[config.mk]
export PLATFORM = sky130hd
export DESIGN_NAME = exec_step_controller_flat
export DESIGN_NICKNAME = d
export VERILOG_FILES = /design/src/rtl/exec_step_controller_if.sv /design/src/rtl/exec_step_controller.sv /design/src/flat_wrapper.sv
export SDC_FILE = /design/constraint.sdc
export NUM_CORES = 1
export LEC_CHECK = 0
export ABC_AREA = 1
export CORE_UTILIZATION = 51
export CTS_CLUSTER_DIAMETER = 30
export DETAILED_ROUTE_END_ITERATION = 6
export MAX_ROUTING_LAYER = met4
export PLACE_DENSITY_LB_ADDON = 0.15
export SYNTH_ARGS = -nofsm -noshare
export SYNTH_HDL_FRONTEND = slang
export SYNTH_SLANG_ARGS = --single-unit
[constraint.sdc]
create_clock -name clock_fpga -period 1.85 [get_ports clock_fpga]
set_clock_uncertainty 0.1 [all_clocks]
set_input_delay 0.37 -clock clock_fpga [delete_from_list [all_inputs] [get_ports clock_fpga]]
set_output_delay 0.37 -clock clock_fpga [all_outputs]
set_load 0.05 [all_outputs]
[src/rtl/exec_step_controller_if.sv]
// Run-control bundle between the board switches/CPU/divider and exec_step_controller.
// The master side drives switches, button, HLT and tick; the slave side is the controller.
interface exec_step_controller_if #(
    parameter int CNT_WIDTH = 32
);
    logic                 start_sw;
    logic                 step_mode_sw;
    logic                 btn_step;
    logic                 halt_instr;
    logic                 tick;
    logic                 congela;
    logic                 halt;
    logic                 led_run;
    logic                 led_halted;
    logic [2:0]           state;
    logic [CNT_WIDTH-1:0] instr_count;

    modport master (
        output start_sw, step_mode_sw, btn_step, halt_instr, tick,
        input  congela, halt, led_run, led_halted, state, instr_count
    );

    modport slave (
        input  start_sw, step_mode_sw, btn_step, halt_instr, tick,
        output congela, halt, led_run, led_halted, state, instr_count
    );
endinterface

[src/rtl/exec_step_controller.sv]
// Run-control sequencer for the CPU clock divider: free run, single step per debounced
// button press, stop on HLT, or freeze; counts executed divider ticks for the display.
module exec_step_controller #(
    parameter int DEBOUNCE_CYCLES = 500000,
    parameter int DB_WIDTH        = 20,
    parameter int CNT_WIDTH       = 32
) (
    input  logic                  clock_fpga,
    input  logic                  reset,
    exec_step_controller_if.slave bus
);

    typedef enum logic [2:0] {
        FROZEN     = 3'd0,
        RUN        = 3'd1,
        STEP_IDLE  = 3'd2,
        STEP_ARMED = 3'd3,
        HALTED     = 3'd4
    } state_t;

    state_t               state_reg, state_next;
    logic                 btn_meta_reg, btn_sync_reg;
    logic [DB_WIDTH-1:0]  db_cnt_reg;
    logic                 db_level_reg, db_level_d_reg;
    logic                 step_pulse;
    logic                 congela_reg, halt_reg, led_run_reg, led_halted_reg;
    logic [CNT_WIDTH-1:0] count_reg;

    // The debounced level only moves after DEBOUNCE_CYCLES consecutive disagreeing samples.
    always_ff @(posedge clock_fpga) begin
        if (reset) begin
            btn_meta_reg   <= 1'b0;
            btn_sync_reg   <= 1'b0;
            db_cnt_reg     <= '0;
            db_level_reg   <= 1'b0;
            db_level_d_reg <= 1'b0;
        end else begin
            btn_meta_reg   <= bus.btn_step;
            btn_sync_reg   <= btn_meta_reg;
            db_level_d_reg <= db_level_reg;
            if (btn_sync_reg == db_level_reg) begin
                db_cnt_reg <= '0;
            end else if (db_cnt_reg == DB_WIDTH'(DEBOUNCE_CYCLES - 1)) begin
                db_cnt_reg   <= '0;
                db_level_reg <= btn_sync_reg;
            end else begin
                db_cnt_reg <= db_cnt_reg + 1'b1;
            end
        end
    end

    assign step_pulse = db_level_reg & ~db_level_d_reg;

    always_comb begin
        state_next = state_reg;
        case (state_reg)
            FROZEN: begin
                if (bus.start_sw)
                    state_next = bus.step_mode_sw ? STEP_IDLE : RUN;
            end
            RUN: begin
                if (!bus.start_sw)         state_next = FROZEN;
                else if (bus.halt_instr)   state_next = HALTED;
                else if (bus.step_mode_sw) state_next = STEP_IDLE;
            end
            STEP_IDLE: begin
                if (!bus.start_sw)          state_next = FROZEN;
                else if (bus.halt_instr)    state_next = HALTED;
                else if (!bus.step_mode_sw) state_next = RUN;
                else if (step_pulse)        state_next = STEP_ARMED;
            end
            STEP_ARMED: begin
                // Further presses while armed are dropped; exactly one tick is released.
                if (!bus.start_sw) state_next = FROZEN;
                else if (bus.tick) state_next = bus.halt_instr ? HALTED : STEP_IDLE;
            end
            HALTED: begin
                if (!bus.start_sw) state_next = FROZEN;
            end
            default: state_next = FROZEN;
        endcase
    end

    always_ff @(posedge clock_fpga) begin
        if (reset) begin
            state_reg      <= FROZEN;
            congela_reg    <= 1'b1;
            halt_reg       <= 1'b0;
            led_run_reg    <= 1'b0;
            led_halted_reg <= 1'b0;
        end else begin
            state_reg      <= state_next;
            congela_reg    <= (state_next == FROZEN);
            halt_reg       <= (state_next == STEP_IDLE) || (state_next == HALTED);
            led_run_reg    <= (state_next == RUN) || (state_next == STEP_ARMED);
            led_halted_reg <= (state_next == HALTED);
        end
    end

    // Count follows the current state, so a tick on the cycle that leaves RUN still counts.
    always_ff @(posedge clock_fpga) begin
        if (reset || state_reg == FROZEN) begin
            count_reg <= '0;
        end else if (bus.tick && (state_reg == RUN || state_reg == STEP_ARMED)
                     && count_reg != {CNT_WIDTH{1'b1}}) begin
            count_reg <= count_reg + 1'b1;
        end
    end

    assign bus.congela     = congela_reg;
    assign bus.halt        = halt_reg;
    assign bus.led_run     = led_run_reg;
    assign bus.led_halted  = led_halted_reg;
    assign bus.state       = state_reg;
    assign bus.instr_count = count_reg;

endmodule
[src/flat_wrapper.sv]
// flat-port wrapper written by rule: the top's interface ports become plain ports
module exec_step_controller_flat 
#(
    parameter int DEBOUNCE_CYCLES = 500000,
    parameter int DB_WIDTH        = 20,
    parameter int CNT_WIDTH       = 32
)
  (clock_fpga, reset, bus_start_sw, bus_step_mode_sw, bus_btn_step, bus_halt_instr, bus_tick, bus_congela, bus_halt, bus_led_run, bus_led_halted, bus_state, bus_instr_count);
  exec_step_controller_if #(.CNT_WIDTH(CNT_WIDTH)) bus_i ();
  input  logic clock_fpga;
  input  logic reset;
  input wire logic [$bits(bus_i.start_sw)-1:0] bus_start_sw;
  input wire logic [$bits(bus_i.step_mode_sw)-1:0] bus_step_mode_sw;
  input wire logic [$bits(bus_i.btn_step)-1:0] bus_btn_step;
  input wire logic [$bits(bus_i.halt_instr)-1:0] bus_halt_instr;
  input wire logic [$bits(bus_i.tick)-1:0] bus_tick;
  output wire logic [$bits(bus_i.congela)-1:0] bus_congela;
  output wire logic [$bits(bus_i.halt)-1:0] bus_halt;
  output wire logic [$bits(bus_i.led_run)-1:0] bus_led_run;
  output wire logic [$bits(bus_i.led_halted)-1:0] bus_led_halted;
  output wire logic [$bits(bus_i.state)-1:0] bus_state;
  output wire logic [$bits(bus_i.instr_count)-1:0] bus_instr_count;
  assign bus_i.start_sw = bus_start_sw;
  assign bus_i.step_mode_sw = bus_step_mode_sw;
  assign bus_i.btn_step = bus_btn_step;
  assign bus_i.halt_instr = bus_halt_instr;
  assign bus_i.tick = bus_tick;
  assign bus_congela = bus_i.congela;
  assign bus_halt = bus_i.halt;
  assign bus_led_run = bus_i.led_run;
  assign bus_led_halted = bus_i.led_halted;
  assign bus_state = bus_i.state;
  assign bus_instr_count = bus_i.instr_count;
  exec_step_controller #(.DEBOUNCE_CYCLES(DEBOUNCE_CYCLES), .DB_WIDTH(DB_WIDTH), .CNT_WIDTH(CNT_WIDTH)) u_core (.clock_fpga(clock_fpga), .reset(reset), .bus(bus_i));
endmodule
# After elaboration in Yosys (flattened, before gate mapping)
# Cells that the tools add are included.
word_totals:
  ff_bits: 63
  elab_cells: 51
  output_inout_bits: 39
  inputBits: 7
classes:
  addsub: 2
  bitwise: 3
  n_eq_ne: 11
  reduce_logical: 10
  mux: 14
op_table:
  columns: ["op", "n"]
  rows:
  - ["2-to-1 mux 3 bit", 12]
  - ["adder 32 x 1 -> 32 bit (second input constant)", 1]
  - ["!= test 32 bit (second input constant)", 1]
  - ["adder 20 x 1 -> 20 bit (second input constant)", 1]
  - ["== test 20 x 19 -> 1 bit (second input constant)", 1]
  - ["case mux 3 bit (5 select lines)", 1]
  - ["== test 3 x 2 -> 1 bit (second input constant)", 4]
  - ["== test 3 x 1 -> 1 bit (second input constant)", 2]
  - ["== test 3 bit (second input constant)", 2]
  - ["zero test 3 bit", 2]
  - ["logical OR 1 bit", 4]
  - ["OR reduction 3 bit", 1]
  - ["logical AND 1 bit", 2]
  - ["2-to-1 mux 2 bit", 1]
  - ["inverter 1 bit", 2]
  - ["AND reduction 2 bit", 1]
  - ["bitwise AND 1 bit", 1]
  - ["== test 1 bit", 1]

# Depth between registers and ports, before layout
depth:
  word_depth: 9
  mapped_depth: 11
  mapped_depth_nobuf: 10

# Worst setup path before layout
# Ideal clock, no wire load.
synth_path:
  path_kind: "flip-flop to flip-flop"
  from: "register u_core.count_reg[0] (netlist: u_core.bus.instr_count[0])"
  to: "register u_core.count_reg[21] (netlist: u_core.bus.instr_count[21])"
  arrival_time_ns: 1.967
  setup_slack_ns: -0.359
  t_required_ns: 1.608
  setup_time_ns: 0.142
  period_less_slack_ns: 2.209
  path_stages_with_launch: 12
  path_buffers: 1
  path_cell_list: "dfxtp_1 -> ha_1 -> nand2_2 -> nor2_4 -> nand2_2 -> nor2_4 -> nand2_4 -> nand2_8 -> inv_4 -> buf_6 -> nand2_1 -> a21oi_2"
synth_between:
  elab_chain_len: 2
  elab_cells_between_ends: 3
  classes_between: "add/sub (1); eq/ne (1); reduce/logical (1)"
synth_rtl:
  columns: ["item", "line_no", "rtl"]
  rows:
  - ["start, declared", "exec_step_controller.sv:27", "logic [CNT_WIDTH-1:0] count_reg;"]
  - ["start signal, assigned", "exec_step_controller.sv:106", "count_reg <= count_reg + 1'b1;"]
  - ["branches (longest 2 deep; another with adder 32 x 1 -> 32 bit)", null, null]
# Parallel ways; which one is timed is not known.
# A chain may end at the register's enable or synchronous reset.

# Worst setup path after layout
layout_path:
  from: "register u_core.count_reg[0] (netlist: u_core.bus.instr_count[0])"
  to: "register u_core.count_reg[19] (netlist: u_core.bus.instr_count[19])"
# Same word-level chain as after synthesis.

==> results.md <==
- Port Buffers: 45
- Total power draw: 2920 uW
- Max reg flops: 32
- Final setup margin: 0.142 ns
- DRC viols: 0
- Sequential power share: 46.9%
- H-tree Lvls: 3
- Power Dens Cells: 627 nW/um^2
- Int Power: 2210 uW
- Inserted Diodes: 0
- Switch share: 24.1%
- Initial Util: 53.7%
- WL/cell: 11.7 um
- Area Overhead vs Synth: 25.3%
- Post-DP HPWL: 6560 um
- Hold Path Class: reg2reg
- Share of the synthesized area in the top cell type: 34.0%
- Status: finished, final reports clean
- GRT Util Overall: 26.2%
- CP max FO: 14
- Avg Cell Area, Syn: 6.54 sq um
- CP max stage cell: dfxtp_4
- GRT Residual Overflow: 0
- Synth area leaders: dfxtp_1 34%, nand2_1 18%, nor2_1 9.2%
- Routed vias: 3,645
- Synth Cell Area: 3710 sq um
- Synth area leader: dfxtp_1
- Final ANT Viol Nets: 0
- Final wirelength: 8730 um
- Critical-path cell list: ha_4 > nand2_2 > nor2_4 > nand2_2 > nor2_4 > nand2_4 > nand2_8 > buf_6 > nor2_1 > nor2_1 > nor2_1
- Sequential area share after synthesis: 34.0%
- Max incr delay on CP: 0.38 ns
- EDFF count, synth: 0
- FFs w/ async S/R, synth: 0%
- Vias per cell: 4.89
- GP Congestion: 0.903
- Hold Violations, Final: 0
- CTS tree: done
- Maximum clock path buffer count: 2
- Ys Warns: 0
- Post-CTS Hold Buffers: 0
- Normalized max-slew margin: 75.2%
- Least-Margin Pin Slew: 0.371 ns
- Most common cell after layout, fill and taps aside: nand2_1
- Drt pass-1 iters: 4
- CORE AREA: 6910 sq um
- CP Launch Type: flop
- Slew Limit Fails: 0
- Vias in the first global route: 3,369
- DP Worst Slack: -0.0433 ns
- Hold_ws: 0.323 ns
- LEAKAGE: 0.00177 uW
- Clock share of power: 48.1%
- Final period utilization: 92.3%
- Setup CP Type: reg2reg
- FMAX: 586 MHz
- Initial antenna violation count: 0
- Most frequent cells in the layout: 178 x nand2_1, 91 x nor2_1, 65 x inv_1, 64 x buf_4, 35 x dfxtp_1
- Syn nets: 577
- Net Switching: 703 uW
- Num CTS Buffers: 9
- CP most frequent cell: nor2_1
- Nets@finish: 654
- First-pass GRT wire length: 15,000 um
- Sink Count: 63
- Top Ports: 46
- Post-route insts no fill: 746
- Gate count after technology mapping: 568
- Number of DRC markers in iteration 0: 179
- Final setup vio count: 0
- Dpl cells: 730
- Worst-Skew Late Latency: 0.35 ns
- Most used DFF post-synth: dfxtp_1
- Crit path time final: 1.71 ns
- MaxCap Viol Count: 0
- Critical Path AT: 1.86 ns
- Die ar.: 7620 sq um
- Clock-pin slew on the worst setup and hold paths: 0.08 ns
- Site Rows: 30
- Max VDD drop: 0.489 mV
- Gate power share: 5.0%
- Chip width: 87.3 um
- Largest net degree at the start of global routing: 29
- Die Y: 87.3 um
- Fin util: 67.3%
- Post-synthesis cell type count: 32
- #FFs+latches synth: 63
- Worst Path Required: 2.00 ns
- Layout cell share with drive strength beyond 1: 28.0%
- Root Buffer: clkbuf_8
- Setup crit end kind: flop
[cells in the mapped netlist, types with 2 or more instances]
master   number
a21oi_1      10
a21oi_2      27
and2_1        3
buf_12        2
buf_2         3
buf_6         2
dfxtp_1      63
ha_1          2
inv_1        65
inv_2         3
nand2_1     178
nand2_2      22
nand3_1      32
nand4_1       8
nor2_1       91
nor2_2        5
nor2_4        2
nor3_1        9
nor3_2        3
o21ai_0       8
or2_2         2
xnor2_1       5
xor2_1       14
[per-layer routing]
metal / vias to the layer above / global-route usage [%] / routed length [um]
met5: - / - / 0
met4: 0 / 13.1 / 254
met3: 24 / 5.31 / 289
met2: 63 / 44.5 / 4340
met1: 1644 / 29.1 / 3850
li1: 1914 / - / -
[area by class of cell]
| class | instances | area [sq um] |
|---|---|---|
| sequential | 63 | 1300 |
| multi-input combinational | 427 | 2110 |
| timing repair buffer | 75 | 627 |
| tap | 96 | 120 |
| inverter | 69 | 262 |
| clock buffer | 10 | 138 |
| fill | 647 | 2260 |
| clock inverter | 6 | 92.6 |
[metrics by stage]
stage	TNS, ns	instance area, sq um
finish	0	4650
global route	-0.00107	4650
CTS	0	4630
detailed placement	-0.788	4400
global placement	0	4400
floorplan	0	3760
[worst max-delay path, delay by kind of cell (launching register included)]
family / cells / cell delay, ns
AND/OR/NAND/NOR: 9 / 0.78
adder cells (fa/ha/maj): 1 / 0.14
flip-flops: 1 / 0.38
buffers and inverters: 1 / 0.20
[worst paths after layout]
path	slack, ns	from	depth (start not counted)	endpoint
max reg2reg	0.14	u_core.bus.instr_count[0]	11	u_core.bus.instr_count[19]
min reg2reg	0.32	u_core.btn_meta_reg	2	u_core.btn_sync_reg
max	0.14	u_core.bus.instr_count[0]	11	u_core.bus.instr_count[19]
min	0.32	u_core.btn_meta_reg	2	u_core.btn_sync_reg
[cells by family (layout without fill, tap and decap cells)]
family                   after synthesis  in the layout  synth area share, %
XOR/XNOR                              19             19                 4.48
adder cells (fa/ha/maj)                2              2                0.674
flip-flops                            63             63                 34.0
AO/OA/AOI/OAI                         48             48                 9.30
AND/OR/NAND/NOR                      358            358                 41.9
buffers and inverters                 78            160                 9.64
[power by group through the flow]
stage	Combinational, uW	Sequential (uW)	Clock [uW]
final	147	1370	1400
after global routing	159	1370	1490
after CTS	147	1370	1430
after detailed placement	146	1400	0
after global placement	145	1400	0
after floorplan	76.1	1420	0
[timing repair]
action / in CTS / in global routing
setup buffers: 0 / 0
resized for setup: 0 / 4
endpoints found under the setup margin: 0 / 10
Power figures use the tool's default switching activity.
